$ cat config.mk
export PLATFORM = sky130hd
export DESIGN_NAME = debounce_toggle_ctrl
export DESIGN_NICKNAME = d
export VERILOG_FILES = /design/src/rtl/debounce_toggle_ctrl.sv
export SDC_FILE = /design/constraint.sdc
export NUM_CORES = 1
export LEC_CHECK = 0
export BUFFER_PORTS_ARGS = -buffer_cell sky130_fd_sc_hd__buf_2
export CORE_AREA = 2 2 39 41
export CTS_BUF_LIST = sky130_fd_sc_hd__clkbuf_8
export DETAILED_ROUTE_END_ITERATION = 8
export DIE_AREA = 0 0 41 43
export PLACE_DENSITY = 0.68
export RECOVER_POWER = 100
export SLEW_MARGIN = 20
export SYNTH_ARGS = -nofsm -noshare
export SYNTH_HDL_FRONTEND = slang
export SYNTH_SLANG_ARGS = --single-unit
$ cat constraint.sdc
create_clock -name clk -period 1.6 [get_ports clk]
set_clock_uncertainty 0.1 [all_clocks]
set_input_delay 0.32 -clock clk [delete_from_list [all_inputs] [get_ports clk]]
set_output_delay 0.32 -clock clk [all_outputs]
set_load 0.02 [all_outputs]
$ cat src/rtl/debounce_toggle_ctrl.sv
// ---------------------------------------------------------------------------
// debounce_toggle_ctrl
//
// Purpose:
//   Cleans up a raw, possibly bouncing push-button or switch input before it
//   reaches the D/T flip-flop stage. The input passes through a synchronizer
//   chain and then a stability counter. A 4-state FSM accepts a new level
//   only after the synced input has held steady long enough. The block
//   produces a clean level, one-cycle rise/fall strobes and a toggle bit.
//
// Ports:
//   clk         in   1  rising-edge clock
//   rst         in   1  synchronous, active-high reset
//   btn_in      in   1  raw asynchronous input, may bounce
//   enable      in   1  1 = qualify input, 0 = abort any pending qualification
//   level_out   out  1  debounced level
//   rise_pulse  out  1  one-cycle strobe on an accepted 0->1
//   fall_pulse  out  1  one-cycle strobe on an accepted 1->0
//   toggle_q    out  1  flips on every accepted rise (T-flop behaviour)
//   busy        out  1  high while a new level is being qualified
// ---------------------------------------------------------------------------
module debounce_toggle_ctrl #(
    parameter int SYNC_STAGES   = 2,
    parameter int STABLE_CYCLES = 16
) (
    input  logic clk,
    input  logic rst,
    input  logic btn_in,
    input  logic enable,
    output logic level_out,
    output logic rise_pulse,
    output logic fall_pulse,
    output logic toggle_q,
    output logic busy
);

    localparam int CNT_W = $clog2(STABLE_CYCLES);
    localparam logic [CNT_W-1:0] CNT_LAST = CNT_W'(STABLE_CYCLES - 1);

    typedef enum logic [1:0] {
        IDLE_LOW  = 2'd0,
        WAIT_HIGH = 2'd1,
        IDLE_HIGH = 2'd2,
        WAIT_LOW  = 2'd3
    } state_t;

    state_t                 state_q, state_d;
    logic [SYNC_STAGES-1:0] sync_q, sync_d;
    logic [CNT_W-1:0]       cnt_q, cnt_d;
    logic                   level_q, level_d;
    logic                   rise_q, rise_d;
    logic                   fall_q, fall_d;
    logic                   toggle_q_q, toggle_d;
    logic                   busy_q, busy_d;
    logic                   sync;

    // The oldest stage of the chain is the only safe copy of btn_in.
    assign sync   = sync_q[SYNC_STAGES-1];
    // The chain shifts every cycle, whether or not enable is set.
    assign sync_d = {sync_q[SYNC_STAGES-2:0], btn_in};

    // Next-state logic. A WAIT state returns to the IDLE state of the
    // current level when the synced input disagrees or enable drops.
    // The counter saturates at CNT_LAST because reaching it either accepts
    // the level or aborts, so it never wraps.
    always_comb begin
        state_d  = state_q;
        cnt_d    = cnt_q;
        level_d  = level_q;
        rise_d   = 1'b0;
        fall_d   = 1'b0;
        toggle_d = toggle_q_q;

        unique case (state_q)
            IDLE_LOW: begin
                if (sync && enable) begin
                    state_d = WAIT_HIGH;
                    cnt_d   = '0;
                end
            end
            WAIT_HIGH: begin
                if (!sync || !enable) begin
                    state_d = IDLE_LOW;
                    cnt_d   = '0;
                end else if (cnt_q == CNT_LAST) begin
                    state_d  = IDLE_HIGH;
                    level_d  = 1'b1;
                    rise_d   = 1'b1;
                    toggle_d = ~toggle_q_q;
                end else begin
                    cnt_d = cnt_q + CNT_W'(1);
                end
            end
            IDLE_HIGH: begin
                if (!sync && enable) begin
                    state_d = WAIT_LOW;
                    cnt_d   = '0;
                end
            end
            WAIT_LOW: begin
                if (sync || !enable) begin
                    state_d = IDLE_HIGH;
                    cnt_d   = '0;
                end else if (cnt_q == CNT_LAST) begin
                    state_d = IDLE_LOW;
                    level_d = 1'b0;
                    fall_d  = 1'b1;
                end else begin
                    cnt_d = cnt_q + CNT_W'(1);
                end
            end
            default: begin
                state_d = IDLE_LOW;
                cnt_d   = '0;
            end
        endcase

        busy_d = (state_d == WAIT_HIGH) || (state_d == WAIT_LOW);
    end

    // All state and outputs are registered, so nothing is combinational
    // from btn_in.
    always_ff @(posedge clk) begin
        if (rst) begin
            state_q    <= IDLE_LOW;
            sync_q     <= '0;
            cnt_q      <= '0;
            level_q    <= 1'b0;
            rise_q     <= 1'b0;
            fall_q     <= 1'b0;
            toggle_q_q <= 1'b0;
            busy_q     <= 1'b0;
        end else begin
            state_q    <= state_d;
            sync_q     <= sync_d;
            cnt_q      <= cnt_d;
            level_q    <= level_d;
            rise_q     <= rise_d;
            fall_q     <= fall_d;
            toggle_q_q <= toggle_d;
            busy_q     <= busy_d;
        end
    end

    assign level_out  = level_q;
    assign rise_pulse = rise_q;
    assign fall_pulse = fall_q;
    assign toggle_q   = toggle_q_q;
    assign busy       = busy_q;

endmodule

==> impl_summary.log, run 1 <==
[metrics] sum of net half-perimeters after detailed placement: 822.3 µm
[metrics] Syn Nets: 70
[metrics] global-route met1 utilization: 21.50%
[metrics] worst-path maximum fanout: 6
[metrics] Pre-Repair DR Iteration Count: 4
[metrics] post-detailed-routing wire length: 1159 µm
[metrics] max-slew violation count: 0
[metrics] Static Leakage: 0.2719 nW
[metrics] GRT Residual Overflow: 0
[metrics] Die Outline Area: 0.001763 mm²
[metrics] TritonCTS clock tree: yes
[metrics] fin cells: 95
[metrics] initial antenna violation count: 0
[metrics] level count of the clock H-tree: 1
[metrics] number of cells on the worst reg-to-reg path: 4
[metrics] Longest Clk Path Bufs: 2
[metrics] Reg area: 260.3 µm²
[metrics] Via Count: 519
[metrics] drt drc: 0
[metrics] count of state elements after synthesis: 13
[metrics] number of global-route vias before repair: 440
[metrics] kind of critical path: register to register
[metrics] slew at the pin closest to its max-slew limit: 0.4218 ns
[metrics] MaxCap Viol Count: 0
[metrics] data arrival at the endpoint of the critical path: 1.52 ns
[metrics] number of nets in the layout: 85
[metrics] clock tree root driver cell: sky130_fd_sc_hd__clkbuf_8
[metrics] period utilization: 93.21%
[metrics] worst ir drop on vdd: 0.8255 mV
[metrics] number of port buffers: 8
[metrics] clock slew seen by the registers of the worst setup and hold paths: 0.05 ns
[metrics] clock latency at the later pin of the worst-skew pair: 0.24 ns
[metrics] area used by multi-input combinational logic: 310.3 µm²
[metrics] post-route antenna net violation count: 0
[metrics] count of final setup violators: 0
[metrics] count of endpoints failing hold in the final timing report: 0
[metrics] startpoint of the most critical register-to-register path: cnt_q[0]
[metrics] antenna diode count: 0
[metrics] met2 GRT Util: 22.19%
[metrics] routability cong.: 0.8157
[metrics] worst hold path startpoint: btn_in
[metrics] area of the core: 0.001384 mm²
[metrics] total power density per cell area: 889.4 mW/mm²
[metrics] Initial Util: 42.59%
[metrics] largest net degree at the start of global routing: 18
[metrics] Core Rows: 14
[metrics] Final Total Pwr: 0.6421 mW
[metrics] kind of capture point of the worst setup path: register
[metrics] Max Clk Rate: 670.5 MHz
[metrics] crit path from: cnt_q[0]
[metrics] result of the run: finished, final reports clean
[metrics] wire length per cell after detailed routing: 12.20 µm
[metrics] sequential share of the synthesized area: 44.16%
[metrics] Global Route Usage Sum: 16.53%
[metrics] required time at the endpoint of the critical path: 1.63 ns
[metrics] cells after synthesis: 65
[metrics] RR Endpoint: toggle_q
[metrics] Total Neg Setup Slack: 0 ns
[metrics] die extent in x: 41 µm
[metrics] peak-usage layer in the global routing report: met2
[metrics] height of the die: 43 µm
[metrics] Synth cell types: 28
[metrics] DRC violation total after the first TritonRoute iteration: 13
[metrics] cell area after technology mapping: 589.3 µm²
[metrics] setup slack of the worst register-to-register path: 0.11 ns
[metrics] time the final worst path needs with I/O delays and setup: 1.491 ns
[metrics] number of top-level pins: 9
[metrics] first-pass GRT wire length: 1883 µm
[metrics] Placed Instances: 91
[metrics] synthesized area per cell: 9.066 µm²
[metrics] Inserted Clock Buffers: 3
[metrics] worst hold-check path type: input pin to register
[metrics] Critical Path Sink: toggle_q
[metrics] count of buffers added by post-CTS timing repair for setup: 0
[metrics] startpoint kind of the worst setup timing path: register
[metrics] layout cells sized above 1: 16.46%
[metrics] number of clock sinks seen by CTS: 13
[metrics] met3 routing resource usage after global routing: 7.853%
[metrics] synthesis warning total: 0
[metrics] Rel. slew slack: 71.53%
[metrics] detailed-route vias per instance: 5.463
[metrics] Area Overhead vs Synth: 22.51%
[metrics] number of fill cells in the layout: 131
report_power, final:
part	leakage [nW]	switching (mW)	internal [mW]
logic	0.140	0.0180	0.0105
registers	0.105	0.00175	0.327
clock network	0.0269	0.115	0.169
cell type report:
class | instances | share of cell area, %
Multi-Input combinational cell | 45 | 42.98
Clock inverter | 1 | 0.5199
Sequential cell | 13 | 36.05
Clock buffer | 3 | 5.719
Timing Repair Buffer | 13 | 9.879
Inverter | 4 | 2.080
Tap cell | 16 | 2.773
registers in the layout, summed over array words and instances (netlist names):
signal	flops
rise_pulse	1
busy	1
fall_pulse	1
sync_q	2
cnt_q	4
state_q	2
toggle_q	1
level_out	1
cells by family after synthesis:
| group | share of synthesized area [%] |
|---|---|
| buffers and inverters | 4.458 |
| and+or+nand+nor | 25.69 |
| muxes | 1.911 |
| adders and majority gates | 2.123 |
| xor gates and xnor gates | 2.973 |
| AOI/OAI and AO/OA | 18.68 |
| DFF | 44.16 |
cells in the mapped netlist (all sizes together):
library cell | count | area share, %
ha | 1 | 2.1
nor3 | 1 | 0.85
a2111oi | 2 | 3.0
mux2 | 1 | 1.9
dfxtp | 13 | 44
or3 | 1 | 1.1
and2 | 1 | 1.1
clkbuf | 3 | 1.9
or2b | 1 | 1.3
a31oi | 2 | 2.1
nor2b | 7 | 7.4
o21ai | 2 | 1.7
nor2 | 3 | 1.9
o211ai | 2 | 2.5
and3 | 1 | 1.1
nand4 | 5 | 5.3
a221oi | 1 | 2.5
xnor2 | 1 | 1.5
a21oi | 1 | 0.85
inv | 4 | 2.5
xor2 | 1 | 1.5
nand3 | 6 | 5.1
o311ai | 1 | 1.5
nand2 | 1 | 0.64
a211oi | 1 | 1.3
a311o | 1 | 1.7
o2bb2ai | 1 | 1.5
how the worst min path moves through the flow:
stage / to / slack, ns / cells past startpoint
finish: sync_q[0] / 0.19 / 2
global route: sync_q[0] / 0.22 / 2
CTS: sync_q[0] / 0.19 / 2
detailed placement: sync_q[1] / 0.33 / 1
global placement: sync_q[1] / 0.32 / 1
floorplan: sync_q[1] / 0.31 / 1
worst max-delay path, stage by stage, from the launching register on:
cell and delay, ns:
sky130_fd_sc_hd__dfxtp_1 0.36, sky130_fd_sc_hd__ha_1 0.17, sky130_fd_sc_hd__and3_1 0.26, sky130_fd_sc_hd__nand4_1 0.15
sky130_fd_sc_hd__mux2_1 0.33
through the flow:
| stage | util (%) | setup slack [ns] | cell area (µm²) | hold WS (ns) |
|---|---|---|---|---|
| after floorplan | - | 0.01299 | 589.3 | 0.3138 |
| after global routing | 52.17 | -0.02549 | 721.9 | 0.2207 |
| after detailed placement | 48.82 | 0.1103 | 675.6 | 0.3270 |
| final | 52.17 | 0.1086 | 721.9 | 0.1917 |
| after global placement | 48.82 | 0.1547 | 675.6 | 0.3198 |
| after CTS | 52.08 | 0.1047 | 720.7 | 0.1899 |
layout by cell type (no fill, tap or decap), drive strengths merged, types with 2 or more instances in the layout:
| cell | count |
|---|---|
| dfxtp | 13 |
| clkbuf | 8 |
| buf | 8 |
| nor2b | 7 |
| nand3 | 6 |
| inv | 5 |
| nand4 | 5 |
| nor2 | 3 |
| a2111oi | 2 |
| o211ai | 2 |
| a31oi | 2 |
| o21ai | 2 |
routing by layer:
metal	vias to the layer above	part of all wire (%)
li1	269	-
met1	238	48
met2	12	48
met3	0	4.2
met4	0	0
met5	-	0
repair_timing:
item	CTS	global route
gates resized for setup	0	1
hold buffers	0	0
endpoints found under the setup margin	0	1
No activity file was read; power rests on OpenSTA's default activity.
==> inputs of run 2 (changes only) <==
- PLACE_DENSITY: 0.68 -> 0.66
- clock period: 1.6 -> 1.8 ns (I/O delays scaled with it)
==> impl_summary.log, run 2 (synthesized netlist as in run 1, its figures left out) <==
[metrics] result of the run: finished, final reports clean
[metrics] Final Total Pwr: 0.5683 mW (-11%)
[metrics] most frequent cells in the layout: sky130_fd_sc_hd__dfxtp_1 (13), sky130_fd_sc_hd__nor2b_1 (7), sky130_fd_sc_hd__nand3_1 (6), sky130_fd_sc_hd__clkbuf_1 (6)
[metrics] combinational fraction of design power: 3.8% (-0.6 points)
[metrics] Net Sw Power: 0.1194 mW (-12%)
[metrics] MaxCap Viol Count: 0 (unchanged)
[metrics] Max Clk Rate: 597.0 MHz (-11%)
[metrics] number of top-level pins: 9 (unchanged)
[metrics] count of endpoints failing hold in the final timing report: 0 (unchanged)
[metrics] clock tree root driver cell: sky130_fd_sc_hd__clkbuf_8
[metrics] clock slew seen by the registers of the worst setup and hold paths: 0.05 ns (about the same)
[metrics] time the final worst path needs with I/O delays and setup: 1.675 ns (+0.1836 ns)
[metrics] number of clock sinks seen by CTS: 13 (unchanged)
[metrics] area of the core: 0.001384 mm² (unchanged)
[metrics] routability cong.: 0.8046 (-1.4%)
[metrics] initial antenna violation count: 0 (unchanged)
[metrics] Pre-Repair DR Iteration Count: 4 (unchanged)
[metrics] worst hold-check path type: input pin to register
[metrics] Area Overhead vs Synth: 17.20%
[metrics] Largest register FFs: 4 (unchanged)
[metrics] detailed-route vias per instance: 5.663 (+3.7%)
[metrics] drt drc: 0 (unchanged)
[metrics] period utilization: 93.06% (-0.16 points)
[metrics] Global Route Usage Sum: 17.47% (+0.94 points)
[metrics] antenna diode count: 0 (unchanged)
[metrics] final core occ: 49.91% (-2.3 points)
[metrics] largest registers: cnt_q: 4 flops, state_q: 2 flops, sync_q: 2 flops
[metrics] largest net degree at the start of global routing: 18 (unchanged)
[metrics] Static Leakage: 0.2512 nW (-7.6%)
[metrics] count of buffers added by post-CTS timing repair for setup: 0 (unchanged)
[metrics] wire length per cell after detailed routing: 12.22 µm (+0.14%)
[metrics] number of port buffers: 8 (unchanged)
[metrics] Rel. slew slack: 55.03% (-16 points)
[metrics] layout cells sized above 1: 10.53% (-5.9 points)
[metrics] number of buffers inserted for hold repair after clock tree synthesis: 0 (unchanged)
[metrics] Sw Ratio: 21.01% (about the same)
[metrics] GRT Residual Overflow: 0 (unchanged)
[metrics] portion of total power attributed to the clock network: 44.6% (+0.3 points)
[metrics] kind of capture point of the worst setup path: register
[metrics] worst ir drop on vdd: 0.4171 mV (-49%)
[metrics] number of global-route vias before repair: 497 (+13%)
[metrics] clock latency at the later pin of the worst-skew pair: 0.24 ns (about the same)
[metrics] Inserted Clock Buffers: 3 (unchanged)
[metrics] setup repair after global routing missed its margin: no
[metrics] Internal: 0.4489 mW (-11%)
[metrics] count of instances resized after the clock tree is built: 0 (unchanged)
[metrics] DRC violation total after the first TritonRoute iteration: 10 (-3)
[metrics] required time at the endpoint of the critical path: 1.83 ns (+0.20 ns)
[metrics] post-route antenna net violation count: 0 (unchanged)
[metrics] slew at the pin closest to its max-slew limit: 0.6745 ns (+0.2528 ns)
[metrics] die extent in x: 41 µm (unchanged)
[metrics] Initial Util: 42.59% (unchanged)
[metrics] startpoint kind of the worst setup timing path: register
[metrics] total power density per cell area: 822.8 mW/mm² (-7.5%)
[metrics] Longest Clk Path Bufs: 2 (unchanged)
[metrics] Total Neg Setup Slack: 0 ns (unchanged)
[metrics] Die Outline Area: 0.001763 mm² (unchanged)
[metrics] post-detailed-routing wire length: 1124 µm (-3.0%)
[metrics] level count of the clock H-tree: 1 (unchanged)
[metrics] kind of critical path: register to register
[metrics] worst-path maximum fanout: 8 (+2)
[metrics] first-pass GRT wire length: 2042 µm (+8.4%)
[metrics] TritonCTS clock tree: yes
[metrics] top register by number of flip-flops: cnt_q
[metrics] Via Count: 521 (+0.39%)
[metrics] number of fill cells in the layout: 140 (+6.9%)
[metrics] data arrival at the endpoint of the critical path: 1.70 ns (+0.18 ns)
[metrics] sequential group share of total power: 51.6% (+0.4 points)
[metrics] Core Rows: 14 (unchanged)
[metrics] commonest non-fill, non-tap cell in the layout: sky130_fd_sc_hd__dfxtp_1
[metrics] height of the die: 43 µm (unchanged)
[metrics] sum of net half-perimeters after detailed placement: 842.3 µm (+2.4%)
[metrics] number of nets in the layout: 82 (-3.5%)
[metrics] max-slew violation count: 0 (unchanged)
[metrics] count of final setup violators: 0 (unchanged)
[run 2: cell count changes in the layout (fill, tap and decap cells not counted), sizes merged]
cell    change
buf         -4
clkbuf      +1
[run 2: worst max-delay path, stage by stage (launching register included)]
cell                      delay, ns
sky130_fd_sc_hd__dfxtp_1       0.38
sky130_fd_sc_hd__ha_1          0.24
sky130_fd_sc_hd__and3_1        0.34
sky130_fd_sc_hd__nand4_1       0.17
sky130_fd_sc_hd__mux2_1        0.33
[run 2: worst paths after layout]
| check | slack (ns) | end | depth (start not counted) | start |
|---|---|---|---|---|
| max | 0.13 | toggle_q | 4 | cnt_q[0] |
| max reg2reg | 0.13 | toggle_q | 4 | cnt_q[0] |
| min reg2reg | 0.34 | sync_q[1] | 1 | sync_q[0] |
| min | 0.23 | sync_q[0] | 2 | btn_in |
[run 2: cell type report]
| cell class | count | area [µm²] | area share [%] |
|---|---|---|---|
| repair buffers | 10 | 47.55 | 6.884 |
| clock buffers | 3 | 41.29 | 5.978 |
| clock inverters | 1 | 3.754 | 0.5435 |
| well taps | 16 | 20.02 | 2.899 |
| flip-flops and latches | 13 | 260.3 | 37.68 |
| multi-input cells | 45 | 302.8 | 43.84 |
| inverters | 4 | 15.01 | 2.174 |
[run 2: power by group through the flow]
stage               Sequential, mW  Clock (mW)  Combinational (mW)
global placement             0.299           0              0.0221
detailed placement           0.299           0              0.0220
floorplan                    0.299           0              0.0121
finish                       0.293       0.254              0.0215
global route                 0.293       0.275              0.0241
CTS                          0.293       0.263              0.0221
[run 2: layer usage]
metal / vias to the layer above / part of all wire [%] / global-route usage (%)
li1: 265 / - / -
met1: 235 / 47 / 23.61
met2: 13 / 46 / 22.50
met3: 8 / 2.9 / 4.712
met4: 0 / 4.3 / 13.33
met5: - / 0 / 0
[run 2: metrics by stage]
step	cell area [µm²]	hold WS, ns	setup WS (ns)	std cells
finish	690.7	0.2344	0.1250	92
global route	690.7	0.2716	0.02993	92
CTS	698.2	0.2353	0.1390	92
detailed placement	653.1	0.3309	0.1527	88
global placement	653.1	0.3159	0.2124	88
floorplan	589.3	0.3138	0.2130	65
==> inputs of run 3 (changes only) <==
- clock period: 1.8 -> 2.07 ns (I/O delays scaled with it)
==> impl_summary.log, run 3 (synthesized netlist as in run 1, its figures left out) <==
[metrics] final critical-path setup slack: 0.4034 ns (+0.2784 ns)
[metrics] Die Outline Area: 0.001763 mm² (unchanged)
[metrics] Internal: 0.3902 mW (-13%)
[metrics] Final Total Pwr: 0.4975 mW (-12%)
[metrics] worst ir drop on vdd: 0.3785 mV (-9.2%)
[metrics] Initial Util: 42.59% (unchanged)
[metrics] data arrival at the endpoint of the critical path: 1.70 ns (about the same)
[metrics] drt drc: 0 (unchanged)
[metrics] height of the die: 43 µm (unchanged)
[metrics] Pre-Repair DR Iteration Count: 4 (unchanged)
[metrics] routability cong.: 0.8064 (+0.22%)
[metrics] Total Neg Setup Slack: 0 ns (unchanged)
[metrics] layout cells sized above 1: 9.333% (-1.2 points)
[metrics] placed standard-cell area: 645.6 µm² (-1.1%)
[metrics] number of buffers inserted for hold repair after clock tree synthesis: 0 (unchanged)
[metrics] number of nets in the layout: 81 (-1.2%)
[metrics] Longest Clk Path Bufs: 2 (unchanged)
[metrics] time the final worst path needs with I/O delays and setup: 1.667 ns (-0.008412 ns)
[metrics] post-route cell area: 683.2 µm² (-1.1%)
[metrics] antenna diode count: 0 (unchanged)
[metrics] GRT Residual Overflow: 0 (unchanged)
[metrics] level count of the clock H-tree: 1 (unchanged)
[metrics] Area Overhead vs Synth: 15.92%
[metrics] Reg area: 260.3 µm² (unchanged)
[metrics] area used by multi-input combinational logic: 302.8 µm² (unchanged)
[metrics] setup slack of the worst register-to-register path: 0.40 ns (+0.28 ns)
[metrics] post-detailed-routing wire length: 1163 µm (+3.5%)
[metrics] area of the core: 0.001384 mm² (unchanged)
[metrics] sum of net half-perimeters after detailed placement: 794.8 µm (-5.6%)
[metrics] number of clock sinks seen by CTS: 13 (unchanged)
[metrics] largest net degree at the start of global routing: 18 (unchanged)
[metrics] number of port buffers: 8 (unchanged)
[metrics] worst hold path startpoint: btn_in
[metrics] startpoint kind of the worst setup timing path: register
[metrics] result of the run: finished, final reports clean
[metrics] Net Sw Power: 0.1073 mW (-10%)
[metrics] total power density per cell area: 728.3 mW/mm² (-11%)
[metrics] kind of capture point of the worst setup path: register
[metrics] hold slack final: 0.2922 ns (+0.05775 ns)
[metrics] commonest non-fill, non-tap cell in the layout: sky130_fd_sc_hd__dfxtp_1
[metrics] setup repair after global routing missed its margin: no
[metrics] die extent in x: 41 µm (unchanged)
[metrics] number of global-route vias before repair: 491 (-1.2%)
[metrics] Core Rows: 14 (unchanged)
[metrics] Sw Ratio: 21.57% (+0.55 points)
[metrics] clock latency at the later pin of the worst-skew pair: 0.24 ns (about the same)
[metrics] Global Route Usage Sum: 17.46% (-0.018 points)
[metrics] count of endpoints failing hold in the final timing report: 0 (unchanged)
[metrics] count of instances resized after the clock tree is built: 0 (unchanged)
[metrics] most frequent cells in the layout: sky130_fd_sc_hd__dfxtp_1 (13), sky130_fd_sc_hd__nor2b_1 (7), sky130_fd_sc_hd__nand3_1 (6), sky130_fd_sc_hd__clkbuf_1 (6)
[metrics] Static Leakage: 0.2458 nW (-2.2%)
[metrics] top register by number of flip-flops: cnt_q
[metrics] Inserted Clock Buffers: 3 (unchanged)
[metrics] number of cells on the worst reg-to-reg path: 4 (unchanged)
[metrics] count of buffers added by post-CTS timing repair for setup: 0 (unchanged)
[metrics] worst hold-check path type: input pin to register
[metrics] Largest register FFs: 4 (unchanged)
[metrics] max-slew violation count: 0 (unchanged)
[metrics] startpoint of the most critical register-to-register path: cnt_q[0]
[metrics] TritonCTS clock tree: yes
[metrics] combinational fraction of design power: 3.8% (about the same)
[metrics] kind of critical path: register to register
[metrics] count of cells along the worst hold path: 2 (unchanged)
[metrics] RR Endpoint: toggle_q
[metrics] first-pass GRT wire length: 2007 µm (-1.7%)
[metrics] MaxCap Viol Count: 0 (unchanged)
[metrics] Worst Hold End: sync_q[0]
[metrics] fin cells: 91 (-1.1%)
[metrics] largest registers: cnt_q: 4 flops, state_q: 2 flops, sync_q: 2 flops
[metrics] Via Count: 528 (+1.3%)
[metrics] worst-path maximum fanout: 8 (unchanged)
[metrics] count of final setup violators: 0 (unchanged)
[metrics] final core occ: 49.37% (-0.54 points)
[metrics] number of top-level pins: 9 (unchanged)
[metrics] period utilization: 80.51% (-13 points)
[metrics] initial antenna violation count: 0 (unchanged)
[metrics] Setup Slack @ Placement: 0.4282 ns (+0.2756 ns)
[metrics] clock tree root driver cell: sky130_fd_sc_hd__clkbuf_8
[metrics] detailed-route vias per instance: 5.802 (+2.5%)
[metrics] portion of total power attributed to the clock network: 45.0% (+0.4 points)
[metrics] Placed Instances: 87 (-1.1%)
[metrics] sequential group share of total power: 51.2% (-0.4 points)
[metrics] Max Clk Rate: 600.0 MHz (+0.50%)
[metrics] Rel. slew slack: 55.12% (+0.087 points)
[metrics] number of fill cells in the layout: 144 (+2.9%)
[metrics] wire length per cell after detailed routing: 12.78 µm (+4.6%)
[metrics] required time at the endpoint of the critical path: 2.10 ns (+0.27 ns)
[metrics] clock slew seen by the registers of the worst setup and hold paths: 0.05 ns (about the same)
[metrics] post-route antenna net violation count: 0 (unchanged)
[metrics] DRC violation total after the first TritonRoute iteration: 8 (-2)
[metrics] slew at the pin closest to its max-slew limit: 0.6732 ns (-0.001302 ns)
==> run 3: how the worst max path moves through the flow <==
stage	slack, ns	from	end	cells past startpoint
after floorplan	0.48	cnt_q[0]	toggle_q	5
after global placement	0.50	cnt_q[0]	toggle_q	4
after detailed placement	0.43	cnt_q[0]	toggle_q	4
after CTS	0.42	cnt_q[0]	toggle_q	4
after global routing	0.33	cnt_q[0]	toggle_q	4
final	0.40	cnt_q[0]	toggle_q	4
==> run 3: cell type report <==
class | count | area share [%]
sequential | 13 | 38.10
multi-input combinational | 45 | 44.32
tap | 16 | 2.930
clock buffer | 3 | 6.044
inverter | 4 | 2.198
clock inverter | 1 | 0.5495
timing repair buffer | 9 | 5.861
==> run 3: layer usage <==
layer / track usage, % / wire length, µm / up-vias
li1: - / - / 261
met1: 21.57 / 557 / 248
met2: 24.06 / 519 / 14
met3: 4.712 / 45 / 5
met4: 14.00 / 40 / 0
met5: 0 / 0 / -
==> run 3: worst max-delay path: stages, from the launching register on <==
cell and delay (ns):
sky130_fd_sc_hd__dfxtp_1 0.37, sky130_fd_sc_hd__ha_1 0.25, sky130_fd_sc_hd__and3_1 0.34, sky130_fd_sc_hd__nand4_1 0.17, sky130_fd_sc_hd__mux2_1 0.33
==> run 3: power by group through the flow <==
stage                     Sequential [mW]  Clock, mW  Combinational, mW
after floorplan                     0.260          0             0.0106
after global placement              0.260          0             0.0189
after detailed placement            0.260          0             0.0190
after CTS                           0.255      0.232             0.0191
after global routing                0.255      0.241             0.0211
final                               0.255      0.224             0.0187
